### src/rtl/hamming_secded_channel.sv
`timescale 1ns/1ps
// hamming_secded_channel
// Two-stage SECDED channel. A DATA_W-bit word (optionally Gray-coded) is
// Hamming-encoded with an extra overall-parity bit at position 0. The
// injection mask is XORed into the codeword, which is then decoded,
// corrected and classified. A valid/ready handshake runs on both sides,
// and saturating counters tally the delivered single and double errors.
//
// Ports:
//   clk, rst_n             clock and synchronous active-low reset
//   in_valid/in_ready      input handshake
//   in_data, in_gray       data word; in_gray=1 means in_data is Gray-coded
//   inj_mask               codeword bits to flip, sampled with in_data
//   out_valid/out_ready    output handshake
//   out_data               corrected data (raw extracted data on double error)
//   out_cw, out_syn        received codeword and its Hamming syndrome
//   out_status             00 clean, 01 single corrected, 10 uncorrectable
//   cnt_clr                synchronous clear of both counters
//   cnt_single/cnt_double  delivered words with status 01 / 10
module hamming_secded_channel #(
    parameter  int DATA_W = 4,
    parameter  int CNT_W  = 8,
    // Smallest R with 2^R >= DATA_W+R+1, tabulated for DATA_W in 2..32.
    localparam int R      = (DATA_W <= 4) ? 3 : (DATA_W <= 11) ? 4 : (DATA_W <= 26) ? 5 : 6,
    localparam int CW_W   = DATA_W + R + 1
) (
    input  logic              clk,
    input  logic              rst_n,
    input  logic              in_valid,
    output logic              in_ready,
    input  logic [DATA_W-1:0] in_data,
    input  logic              in_gray,
    input  logic [CW_W-1:0]   inj_mask,
    output logic              out_valid,
    input  logic              out_ready,
    output logic [DATA_W-1:0] out_data,
    output logic [CW_W-1:0]   out_cw,
    output logic [R-1:0]      out_syn,
    output logic [1:0]        out_status,
    input  logic              cnt_clr,
    output logic [CNT_W-1:0]  cnt_single,
    output logic [CNT_W-1:0]  cnt_double
);

    // CW_W fits in R+1 bits, so the out-of-range syndrome test is exact.
    localparam logic [R:0] CW_LIM = (R+1)'(CW_W);

    // Non-power-of-two positions (from 3 upward) carry data.
    function automatic logic is_data_pos(input int pos);
        return (pos & (pos - 1)) != 0;
    endfunction

    // Binary bit i is the XOR of all Gray bits from the MSB down to i.
    function automatic logic [DATA_W-1:0] gray_to_bin(input logic [DATA_W-1:0] g);
        logic [DATA_W-1:0] b;
        for (int i = 0; i < DATA_W; i++) b[i] = ^(g >> i);
        return b;
    endfunction

    function automatic logic [CW_W-1:0] encode(input logic [DATA_W-1:0] d);
        logic [CW_W-1:0] cw;
        logic            p;
        int              k;
        cw = '0;
        k  = 0;
        for (int pos = 1; pos < CW_W; pos++) begin
            if (is_data_pos(pos)) begin
                cw[pos] = d[k];
                k++;
            end
        end
        // Parity slots are still zero here, so they drop out of their own XOR.
        for (int j = 0; j < R; j++) begin
            p = 1'b0;
            for (int pos = 1; pos < CW_W; pos++) begin
                if (((pos >> j) & 1) != 0) p = p ^ cw[pos];
            end
            cw[1 << j] = p;
        end
        cw[0] = ^cw[CW_W-1:1];
        return cw;
    endfunction

    function automatic logic [R-1:0] syndrome(input logic [CW_W-1:0] cw);
        logic [R-1:0] s;
        s = '0;
        for (int pos = 1; pos < CW_W; pos++) begin
            if (cw[pos]) s = s ^ pos[R-1:0];
        end
        return s;
    endfunction

    function automatic logic [DATA_W-1:0] extract(input logic [CW_W-1:0] cw);
        logic [DATA_W-1:0] d;
        int                k;
        d = '0;
        k = 0;
        for (int pos = 1; pos < CW_W; pos++) begin
            if (is_data_pos(pos)) begin
                d[k] = cw[pos];
                k++;
            end
        end
        return d;
    endfunction

    logic              s1_valid;
    logic [CW_W-1:0]   s1_cw;
    logic              s2_valid;
    logic              s2_load;
    logic [R-1:0]      syn_c;
    logic              ov_c;
    logic [CW_W-1:0]   fixed_cw;
    logic [1:0]        status_c;
    logic [DATA_W-1:0] data_c;

    assign s2_load   = !s2_valid || out_ready;
    assign in_ready  = rst_n && (!s1_valid || s2_load);
    assign out_valid = s2_valid;

    // Decode the stage-1 codeword. Only a syndrome that points inside the
    // codeword and has odd overall parity is a correctable data or check-bit
    // error. A zero syndrome with odd parity means bit 0 itself flipped.
    always_comb begin
        syn_c    = syndrome(s1_cw);
        ov_c     = ^s1_cw;
        fixed_cw = s1_cw;
        status_c = 2'b00;
        if (syn_c == '0) begin
            status_c = ov_c ? 2'b01 : 2'b00;
        end else if (!ov_c || ({1'b0, syn_c} >= CW_LIM)) begin
            status_c = 2'b10;
        end else begin
            status_c = 2'b01;
            fixed_cw = s1_cw ^ (CW_W'(1) << syn_c);
        end
        data_c = extract(fixed_cw);
    end

    // Two-register pipeline. Stage 2 holds its contents while stalled, and
    // stage 1 can refill in the same cycle that it hands off to stage 2.
    always_ff @(posedge clk) begin
        if (!rst_n) begin
            s1_valid   <= 1'b0;
            s1_cw      <= '0;
            s2_valid   <= 1'b0;
            out_data   <= '0;
            out_cw     <= '0;
            out_syn    <= '0;
            out_status <= 2'b00;
        end else begin
            if (in_ready) begin
                s1_valid <= in_valid;
                if (in_valid) begin
                    s1_cw <= encode(in_gray ? gray_to_bin(in_data) : in_data) ^ inj_mask;
                end
            end
            if (s2_load) begin
                s2_valid <= s1_valid;
                if (s1_valid) begin
                    out_data   <= data_c;
                    out_cw     <= s1_cw;
                    out_syn    <= syn_c;
                    out_status <= status_c;
                end
            end
        end
    end

    // Words are counted only when delivered. A clear wins over a delivery
    // in the same cycle.
    always_ff @(posedge clk) begin
        if (!rst_n || cnt_clr) begin
            cnt_single <= '0;
            cnt_double <= '0;
        end else if (out_valid && out_ready) begin
            if (out_status == 2'b01 && cnt_single != '1) cnt_single <= cnt_single + CNT_W'(1);
            if (out_status == 2'b10 && cnt_double != '1) cnt_double <= cnt_double + CNT_W'(1);
        end
    end

endmodule

### config.mk
export PLATFORM = sky130hd
export DESIGN_NAME = hamming_secded_channel
export DESIGN_NICKNAME = d
export VERILOG_FILES = /design/src/rtl/hamming_secded_channel.sv
export SDC_FILE = /design/constraint.sdc
export NUM_CORES = 1
export LEC_CHECK = 0
export CORE_ASPECT_RATIO = 0.75
export CORE_UTILIZATION = 40
export CTS_CLUSTER_SIZE = 25
export DETAILED_ROUTE_END_ITERATION = 7
export DONT_BUFFER_PORTS = 1
export PLACE_DENSITY = 0.66
export SKIP_LAST_GASP = 1
export SYNTH_ARGS = -nofsm -noshare
export SYNTH_HDL_FRONTEND = slang
export SYNTH_SLANG_ARGS = --single-unit
export TNS_END_PERCENT = 1
### constraint.sdc
create_clock -name clk -period 4.16 [get_ports clk]
set_input_delay 0.832 -clock clk [delete_from_list [all_inputs] [get_ports clk]]
set_output_delay 0.832 -clock clk [all_outputs]
set_load 0.02 [all_outputs]
==> reports/metrics.cfg, run 1 <==
[status]
run_status=finished, final reports clean

[timing]
finalCritPeriodShare_pct=55.1
final.setup.tns_ns=0
final.setup_skew_ns=0.00177
timing_worst_slew_pin_value_ns=0.601
timing.fmax_mhz=436
period_needed_ns=2.29
final_hold_violating_endpoints=0
rsz0062_at_grt=false
slew-limit-headroom_pct=60.0
finalMaxSlewViolations=0
hold_slack_ns=0.500
setup_viol_count_final=0

[placed_design]
gp_routability_congestion=0.796
count_of_buffers_from_port_buffering=0
place.detailed.hpwl_um=3000

[drt]
ant_nets=0
vias_per_cell=4.99
wl_per_cell_um=13.3
drt_pre_antenna_iters=4
drcViolationCount=0
vias=1516
postRouteWirelength_um=4050
drt_first_iter_violations=54

[finish]
final_net_count=251
layout.core_utilization_pct=45.3
syn2layout_area_growth_pct=5.40
antennaDiodeCount=0
post_route_cells_drive_above_1_share_pct=6.47

[clock_network]
clock_sink_count=43
cts.hold.buffers_added=0
numCtsBuffers=5
clk_latency_ns=0.29
clock-root-buffer=clkbuf_8
cts.htree.levels=2
clk_pin_slew_worst_paths_ns=0.08
cts.repair_timing.setup_buffer_count=0
cts_tree=yes
post_cts.resized_instances=0
ctsLongestPathBuffers=2

[setup_path]
worst_r2r_endpoint=out_data[0]$_SDFFE_PN0P_
crit_start=out_valid$_SDFFE_PN0N_
timing_worst_setup_path_type=flop to primary output
worst_ep_required_time_ns=3.33
setup.worst_path.end_class=primary output
cp-endpoint=in_ready
crit-reg2reg-launch=s1_cw[5]$_SDFFE_PN0P_
critPathArrivalTime_ns=1.46
cp-start-kind=flop
setup.reg_to_reg.worst_slack_ns=2.27
worst_r2r_path_depth=5
timing.critical_path.fanout_max=5

[logic_synthesis]
syn_area_per_cell_um2=9.23
syn_inst=236
netlist.area_leader.share_pct=39.5
syn_nets=256
synthDistinctLibCells=37
post_synth_instance_area_um2=2180
synth-seq-area-share_pct=39.5
synth_edf_count=0
async_reset_ff_share_pct=0
synth_most_common_cell=dfxtp_1
synth-main-ff-cell=dfxtp_1
yosys-top-cells-area=dfxtp_1 40%, xnor2_1 11%, nand2_1 5.5%
synth_largest_area_cell=dfxtp_1
synth-warning-count=0
netlist_top_cells_count=43 x dfxtp_1, 32 x nand2_1, 28 x xnor2_1, 16 x o21ai_0, 15 x nor2_1
ys_seq_elements=43

[floorplan]
fp.dieH_um=65.9
chipWidth_um=87.2
die_area_um2=5750
floorplan.initialDensity_pct=43.0
number_of_primary_i_o_pins=53
fp.coreArea_um2=5060
fp-row-count=22

[global_routing]
wire_length_of_the_first_global_routing_pass_um=6470
grt_start_max_net_pins=31
global_route.overflow_total=0
initial_antenna_violation_count=0
grt_pass1_vias=1393
globalRouteTotalUtil_pct=14.7

[run]
max-cap-violations=0

[power]
worst_ir_drop_vdd_mv=0.116
power_density_nw_per_um2=410
cellLeakagePower_nw=0.775

[worst_hold_path]
whs_path_depth=2
timing.hold.worst.class=flop to flop

[per-stage QoR]
step / cells / setup slack (ns) / area, um^2 / total power [mW]
after floorplan: 236 / 1.75 / 2180 / 0.675
after CTS: 304 / 1.85 / 2300 / 0.954
after global routing: 304 / 1.79 / 2300 / 0.990
after detailed placement: 296 / 1.90 / 2210 / 0.698
final: 304 / 1.87 / 2300 / 0.941
after global placement: 296 / 1.92 / 2210 / 0.696
[worst max-delay path: stages (launching register included)]
cell and delay, ns:
dfxtp_1 0.49, nor2b_1 0.32, nand2_1 0.12, and2_1 0.24
[placed cells by master, fill, tap and decap left out, drive strengths merged]
cell	instances
a211o	2
a21boi	8
a21oi	6
a311oi	2
a31oi	4
and2	3
and4	2
buf	1
clkbuf	7
clkinv	1
dfxtp	43
ha	2
inv	2
mux2i	3
nand2	32
nand2b	3
nand3	11
nand4	2
nand4b	2
nor2	15
nor2b	5
nor3	1
nor4b	4
o211a	4
o21a	1
o21ai	16
o31ai	1
or3	2
or4	1
xnor2	31
xnor3	1
xor2	14
[layout make-up]
| class | instances | area [um^2] |
|---|---|---|
| well taps | 72 | 90.1 |
| fillers | 520 | 2770 |
| clock buffers | 7 | 76.3 |
| multi-input cells | 178 | 1250 |
| repair buffers | 1 | 7.51 |
| clock inverters | 1 | 5.00 |
| inverters | 2 | 7.51 |
| flip-flops and latches | 43 | 861 |
[flip-flops by register name, indices dropped and copies added, names as in the netlist]
register	count
out_data	4
s1_valid	1
out_syn	3
out_valid	1
s1_cw	8
cnt_double	8
out_cw	8
out_status	2
cnt_single	8
[power by group]
part           switching, mW  internal [mW]  total (mW)  leakage (nW)
Sequential            0.0421          0.434       0.476         0.351
Combinational          0.108          0.104       0.213         0.382
Clock                  0.135          0.118       0.253        0.0422
Total                  0.285          0.656       0.941         0.775
[metal layers]
metal  vias to the layer above  GRT usage [%]  wire length (um)
li1                        797              -                 -
met1                       678           19.8              2130
met2                        37           21.4              1580
met3                         4           6.12               303
met4                         0           4.30                27
met5                         -              0                 0
[cell families (layout without fill, tap and decap cells)]
group	Yosys count	count (layout)	share of synthesized area [%]
AOI/OAI and AO/OA	44	44	13.1
muxes	3	3	1.38
DFF	43	43	39.5
xor gates and xnor gates	46	46	22.1
adders and majority gates	2	2	1.15
buffers and inverters	15	11	3.16
and+or+nand+nor	83	83	19.6
[how the worst min path moves through the flow]
stage	from	slack [ns]	end
final	s1_cw[4]$_SDFFE_PN0P_	0.50	s1_cw[4]$_SDFFE_PN0P_
after floorplan	s1_cw[4]$_SDFFE_PN0P_	0.45	out_cw[4]$_SDFFE_PN0P_
after detailed placement	s1_cw[4]$_SDFFE_PN0P_	0.49	s1_cw[4]$_SDFFE_PN0P_
after global placement	s1_cw[4]$_SDFFE_PN0P_	0.49	s1_cw[4]$_SDFFE_PN0P_
after CTS	s1_cw[4]$_SDFFE_PN0P_	0.50	s1_cw[4]$_SDFFE_PN0P_
after global routing	s1_cw[4]$_SDFFE_PN0P_	0.52	s1_cw[4]$_SDFFE_PN0P_
(Power assumes the default switching activity.)
==> inputs of run 2 (changes only) <==
Clock period 4.16 ns to 2.3 ns, I/O delays scaled along.
==> run 2 against run 1 <==
  * Via count shrank 1.1%
  * Die area did not move
  * Sequential share of layout area shrank 0.94 points
  * Sequential power increased by 81%
  * Flip-flop and latch count stayed put
  * Routed wire length up 3.2%
  * Clock skew is 0.0070 ns higher
  * Final area increased by 2.6%
  * Critical path type unchanged
  * Critical endpoint unchanged
  * Largest power group unchanged
  * Highest routed layer unchanged
==> reports/metrics.cfg, run 2 (same netlist as run 1, synthesis figures left out) <==
[drt]
ant_nets=0  ; unchanged
drcViolationCount=0  ; unchanged
drt_pre_antenna_iters=4  ; unchanged
postRouteWirelength_um=4180  ; was 4050 um
vias=1500  ; was 1516
drt_first_iter_violations=65  ; was 54
vias_per_cell=4.92  ; was 4.99
wl_per_cell_um=13.7  ; was 13.3 um

[floorplan]
die_area_um2=5750  ; unchanged
fp.dieH_um=65.9  ; unchanged
chipWidth_um=87.2  ; unchanged
floorplan.initialDensity_pct=43.0  ; unchanged
number_of_primary_i_o_pins=53  ; unchanged
fp-row-count=22  ; unchanged
fp.coreArea_um2=5060  ; unchanged

[clock_network]
clk_pin_slew_worst_paths_ns=0.08  ; about the same
clk_latency_ns=0.29  ; about the same
clock-root-buffer=clkbuf_8  ; unchanged
ctsLongestPathBuffers=2  ; unchanged
cts.htree.levels=2  ; unchanged
post_cts.resized_instances=0  ; unchanged
cts_tree=yes  ; unchanged
cts.hold.buffers_added=0  ; unchanged
cts.repair_timing.setup_buffer_count=0  ; unchanged
numCtsBuffers=5  ; unchanged
clock_sink_count=43  ; unchanged

[timing]
slew-limit-headroom_pct=59.3  ; was 60.0%
timing.fmax_mhz=515
setup_viol_count_final=0  ; unchanged
finalMaxSlewViolations=0  ; unchanged
period_needed_ns=1.94
rsz0062_at_grt=false  ; unchanged
final.setup_skew_ns=0.00880  ; was 0.00177 ns
final.setup.tns_ns=0  ; unchanged
final_hold_violating_endpoints=0  ; unchanged
hold_slack_ns=0.290  ; was 0.500 ns
finalCritPeriodShare_pct=84.4
timing_worst_slew_pin_value_ns=0.611  ; was 0.601 ns

[global_routing]
wire_length_of_the_first_global_routing_pass_um=6760  ; was 6470 um
globalRouteTotalUtil_pct=15.5  ; was 14.7%
grt_pass1_vias=1407  ; was 1393
global_route.overflow_total=0  ; unchanged
grt_start_max_net_pins=31  ; unchanged
initial_antenna_violation_count=0  ; unchanged

[power]
switching_power_uw=532  ; was 285 uW
power.share.sequential_pct=44.4  ; was 50.6%
clockPowerShare_pct=35.9  ; was 26.8%
power_density_nw_per_um2=824  ; was 410 nW/um^2
worst_ir_drop_vdd_mv=0.343  ; was 0.116 mV
power_frac_comb_pct=19.7  ; was 22.6%
cell_internal_pwr_mw=1.41  ; was 656 uW
power_switching_share_pct=27.4  ; was 30.3%
cellLeakagePower_nw=0.803  ; was 0.775 nW

[setup_path]
crit_chain=nor2b_1, nand2_1, and2_1  ; unchanged
timing_worst_setup_path_type=flop to primary output  ; unchanged
critPathArrivalTime_ns=1.48  ; was 1.46 ns
timing.critical_path.slowest_stage_cell=dfxtp_1  ; unchanged
setup.worst_path.end_class=primary output  ; unchanged
cp-start-kind=flop  ; unchanged
timing.critical_path.slowest_cell_delay_ns=0.50  ; was 0.49 ns
timing.critical_path.fanout_max=5  ; unchanged
worst_ep_required_time_ns=1.84  ; was 3.33 ns

[worst_hold_path]
timing.hold.worst.class=input pin to flop  ; was flop to flop

[finish]
finalNonFillerCells=305  ; was 304
post_route_cells_drive_above_1_share_pct=7.30  ; was 6.47%
most_common_cell_after_layout_fill_and_taps_aside=dfxtp_1  ; unchanged
final_net_count=252  ; was 251
syn2layout_area_growth_pct=8.10  ; was 5.40%
mostFrequentLayoutCells=43 x dfxtp_1, 32 x nand2_1, 28 x xnor2_1  ; unchanged
antennaDiodeCount=0  ; unchanged

[placed_design]
place_inst=297  ; was 296
gp_routability_congestion=0.789  ; was 0.796
count_of_buffers_from_port_buffering=0  ; unchanged
place.detailed.hpwl_um=3110  ; was 3000 um

[run]
max-cap-violations=0  ; unchanged

[status]
run_status=finished, final reports clean  ; unchanged

[run 2: cell count changes in the layout (fill, tap and decap cells not counted), sizes merged]
cell    before  now
bufinv       0    2
buf          1    2
clkbuf       7    6
clkinv       1    0
[run 2: layer usage]
metal | wire [um] | track usage (%) | vias to the layer above | part of all wire (%)
met5 | 0 | 0 | - | 0
met4 | 26 | 4.30 | 0 | 0.62
met3 | 337 | 5.99 | 4 | 8.1
met2 | 1620 | 20.2 | 46 | 39
met1 | 2200 | 22.9 | 655 | 53
li1 | - | - | 795 | -
[run 2: final timing paths]
check | start | end | slack [ns] | depth (start not counted)
setup / recovery | out_valid$_SDFFE_PN0N_ | in_ready | 0.36 | 3
hold / removal | rst_n | out_valid$_SDFFE_PN0N_ | 0.29 | 1
setup reg to reg | s1_cw[5]$_SDFFE_PN0P_ | out_data[0]$_SDFFE_PN0P_ | 0.46 | 5
hold reg to reg | s1_cw[4]$_SDFFE_PN0P_ | s1_cw[4]$_SDFFE_PN0P_ | 0.50 | 2
[run 2: cell type report]
| type | count | area (um^2) |
|---|---|---|
| Clock inverter | 2 | 60.1 |
| Sequential cell | 43 | 861 |
| Inverter | 2 | 7.51 |
| Timing Repair Buffer | 2 | 15.0 |
| Clock buffer | 6 | 72.6 |
| Fill cell | 529 | 2710 |
| Tap cell | 72 | 90.1 |
| Multi-Input combinational cell | 178 | 1250 |
[run 2: worst max-delay path: cells and delay by family, from the launching register on]
| family | cells | cell delay (ns) |
|---|---|---|
| AND/OR/NAND/NOR | 3 | 0.69 |
| flip-flops | 1 | 0.50 |
[run 2: power by group through the flow]
| stage | Sequential, mW | Clock [mW] | Combinational, mW |
|---|---|---|---|
| global placement | 0.880 | 0 | 0.381 |
| global route | 0.870 | 0.740 | 0.423 |
| CTS | 0.864 | 0.714 | 0.387 |
| finish | 0.862 | 0.696 | 0.382 |
| floorplan | 0.857 | 0 | 0.363 |
| detailed placement | 0.881 | 0 | 0.384 |
[run 2: through the flow]
step	area [um^2]	util (%)	setup slack, ns	total power [mW]
floorplan	2180	-	0.610	1.22
global placement	2220	43.9	0.560	1.26
detailed placement	2220	43.9	0.475	1.27
CTS	2350	46.5	0.330	1.96
global route	2350	46.5	0.251	2.03
finish	2350	46.5	0.359	1.94
==> inputs of run 3 (changes only) <==
Clock period 2.3 ns to 1.8 ns, I/O delays scaled along.
==> run 3 against run 2 <==
  * Power rose by 30%
  * Via count rose by 6.1%
  * Clock power rose by 28%
  * Critical path depth rose by 2
  * Flip-flop and latch count did not move
  * Routed wire length rose by 3.0%
  * Final area rose by 7.0%
  * Die area did not move
  * Global-route usage rose by 0.44 points
  * Hold slack got worse by 0.10 ns
  * Critical endpoint is now out_data[0]$_SDFFE_PN0P_
  * Largest cell class unchanged
==> reports/metrics.cfg, run 3 (same netlist as run 1, synthesis figures left out) <==
[setup_path]
cp-start-kind=flop  ; unchanged
timing.critical_path.fanout_max=5  ; unchanged
setup.worst_path.end_class=flop  ; was primary output
setup.reg_to_reg.worst_slack_ns=0.1  ; was 0.46 ns
crit-reg2reg-launch=s1_cw[4]$_SDFFE_PN0P_  ; was s1_cw[5]$_SDFFE_PN0P_
worst_ep_required_time_ns=1.99  ; was 1.84 ns
timing.critical_path.slowest_cell_delay_ns=0.45  ; was 0.50 ns
worst_r2r_endpoint=out_data[0]$_SDFFE_PN0P_  ; unchanged
crit_chain=xnor3_2, xor2_2, nor4b_2, xnor2_1, a21oi_1  ; was nor2b_1, nand2_1, and2_1
timing_worst_setup_path_type=flop to flop  ; was flop to primary output
worst_r2r_path_depth=5  ; unchanged
timing.critical_path.slowest_stage_cell=xnor3_2  ; was dfxtp_1
critPathArrivalTime_ns=1.89  ; was 1.48 ns

[power]
power_density_nw_per_um2=1000  ; was 824 nW/um^2
worst_ir_drop_vdd_mv=0.451  ; was 0.343 mV
cellLeakagePower_nw=0.914  ; was 0.803 nW

[run]
max-cap-violations=0  ; unchanged

[finish]
finalNonFillerCells=325  ; was 305
mostFrequentLayoutCells=42 x dfxtp_1, 32 x nand2_1, 28 x xnor2_1  ; was 43 x dfxtp_1, 32 x nand2_1, 28 x xnor2_1
antennaDiodeCount=0  ; unchanged
syn2layout_area_growth_pct=15.6  ; was 8.10%
most_common_cell_after_layout_fill_and_taps_aside=dfxtp_1  ; unchanged
layout.core_utilization_pct=49.7  ; was 46.5%
final_net_count=272  ; was 252
post_route_cells_drive_above_1_share_pct=15.0  ; was 7.30%

[drt]
wl_per_cell_um=13.2  ; was 13.7 um
drcViolationCount=0  ; unchanged
postRouteWirelength_um=4310  ; was 4180 um
vias_per_cell=4.90  ; was 4.92
ant_nets=0  ; unchanged
drt_pre_antenna_iters=4  ; unchanged
drt_first_iter_violations=60  ; was 65
vias=1591  ; was 1500

[global_routing]
met3_usage_pct=5.99  ; unchanged
grt_start_max_net_pins=31  ; unchanged
wire_length_of_the_first_global_routing_pass_um=6840  ; was 6760 um
globalRouteTotalUtil_pct=15.9  ; was 15.5%
grt_pass1_vias=1427  ; was 1407
global_route.overflow_total=0  ; unchanged
initial_antenna_violation_count=0  ; unchanged
gr-max-usage-layer=met1  ; unchanged
grt.met1_usage_pct=22.2  ; was 22.9%
groute.layer.met2.usage_pct=21.6  ; was 20.2%

[floorplan]
die_area_um2=5750  ; unchanged
fp.coreArea_um2=5060  ; unchanged
floorplan.initialDensity_pct=43.0  ; unchanged
fp-row-count=22  ; unchanged
number_of_primary_i_o_pins=53  ; unchanged
chipWidth_um=87.2  ; unchanged
fp.dieH_um=65.9  ; unchanged

[timing]
period_needed_ns=1.70
finalCritPeriodShare_pct=94.7
finalMaxSlewViolations=0  ; unchanged
final_hold_violating_endpoints=0  ; unchanged
setup_viol_count_final=0  ; unchanged
timing.fmax_mhz=587
rsz0062_at_grt=true  ; was false
timing_worst_slew_pin_value_ns=0.615  ; was 0.611 ns
slew-limit-headroom_pct=59.0  ; was 59.3%
final.setup_skew_ns=0.00715  ; was 0.00880 ns

[worst_hold_path]
timing.hold.worst.class=input pin to flop  ; unchanged
end_point_of_the_most_critical_hold_path=out_valid$_SDFFE_PN0N_  ; unchanged
hold_startpoint=rst_n  ; unchanged
whs_path_depth=1  ; unchanged

[clock_network]
cts_tree=yes  ; unchanged
cts.htree.levels=2  ; unchanged
clock-root-buffer=clkbuf_8  ; unchanged
post_cts.resized_instances=0  ; unchanged
cts.hold.buffers_added=0  ; unchanged
cts.repair_timing.setup_buffer_count=0  ; unchanged
numCtsBuffers=5  ; unchanged
clock_sink_count=43  ; unchanged
clk_pin_slew_worst_paths_ns=0.09  ; was 0.08 ns
ctsLongestPathBuffers=2  ; unchanged
clk_latency_ns=0.30  ; was 0.29 ns

[placed_design]
gp_routability_congestion=0.800  ; was 0.789
place_inst=317  ; was 297
place.detailed.hpwl_um=3250  ; was 3110 um
count_of_buffers_from_port_buffering=0  ; unchanged

[status]
run_status=finished, final reports clean  ; unchanged

==> run 3: changes by cell type in the layout (fill, tap and decap cells not counted), sizes merged <==
cell | previous run | this run
buf | 2 | 22
==> run 3: worst max-delay path by stage <==
stage | from | end | cells after the start
after detailed placement | s1_cw[3]$_SDFFE_PN0P_ | out_data[3]$_SDFFE_PN0P_ | 4
after floorplan | s1_cw[5]$_SDFFE_PN0P_ | out_data[0]$_SDFFE_PN0P_ | 6
after global placement | s1_cw[3]$_SDFFE_PN0P_ | out_data[3]$_SDFFE_PN0P_ | 4
final | s1_cw[4]$_SDFFE_PN0P_ | out_data[0]$_SDFFE_PN0P_ | 5
after CTS | s1_cw[3]$_SDFFE_PN0P_ | out_data[3]$_SDFFE_PN0P_ | 4
after global routing | out_valid$_SDFFE_PN0N_ | in_ready | 3
==> run 3: critical path, delay by kind of cell, from the launching register on <==
kind / cells / cell delay [ns]
DFF: 1 / 0.36
AOI/OAI and AO/OA: 1 / 0.08
and+or+nand+nor: 1 / 0.28
xor gates and xnor gates: 3 / 0.88
==> run 3: area by class of cell <==
cell class                      count  area [um^2]
Clock inverter                      2         60.1
Clock buffer                        6         72.6
Sequential cell                    43          862
Fill cell                         498         2550
Inverter                            2         7.51
Multi-Input combinational cell    178         1250
Tap cell                           72         90.1
Timing Repair Buffer               22          178
==> run 3: metrics by stage <==
stage | instance area (um^2) | hold WS, ns | total power, mW | setup slack, ns | setup TNS (ns)
floorplan | 2180 | 0.455 | 1.56 | 0.110 | 0
global placement | 2380 | 0.488 | 1.65 | 0.144 | 0
detailed placement | 2380 | 0.489 | 1.65 | 0.100 | 0
CTS | 2520 | 0.172 | 2.55 | 0.0740 | 0
global route | 2520 | 0.167 | 2.65 | -0.0251 | -0.0251
finish | 2520 | 0.188 | 2.52 | 0.0952 | 0
==> run 3: report_power, final <==
| part | switching [mW] | total (mW) | internal, mW |
|---|---|---|---|
| Clock | 0.338 | 0.893 | 0.555 |
| Combinational | 0.266 | 0.541 | 0.276 |
| Sequential | 0.0844 | 1.09 | 1.00 |
| Total | 0.688 | 2.52 | 1.83 |
==> run 3: routing by layer <==
layer / routed length, um / vias to the layer above / share of wire, %
li1: - / 833 / -
met4: 61 / 0 / 1.4
met5: 0 / - / 0
met1: 2230 / 719 / 52
met3: 337 / 5 / 7.8
met2: 1680 / 34 / 39
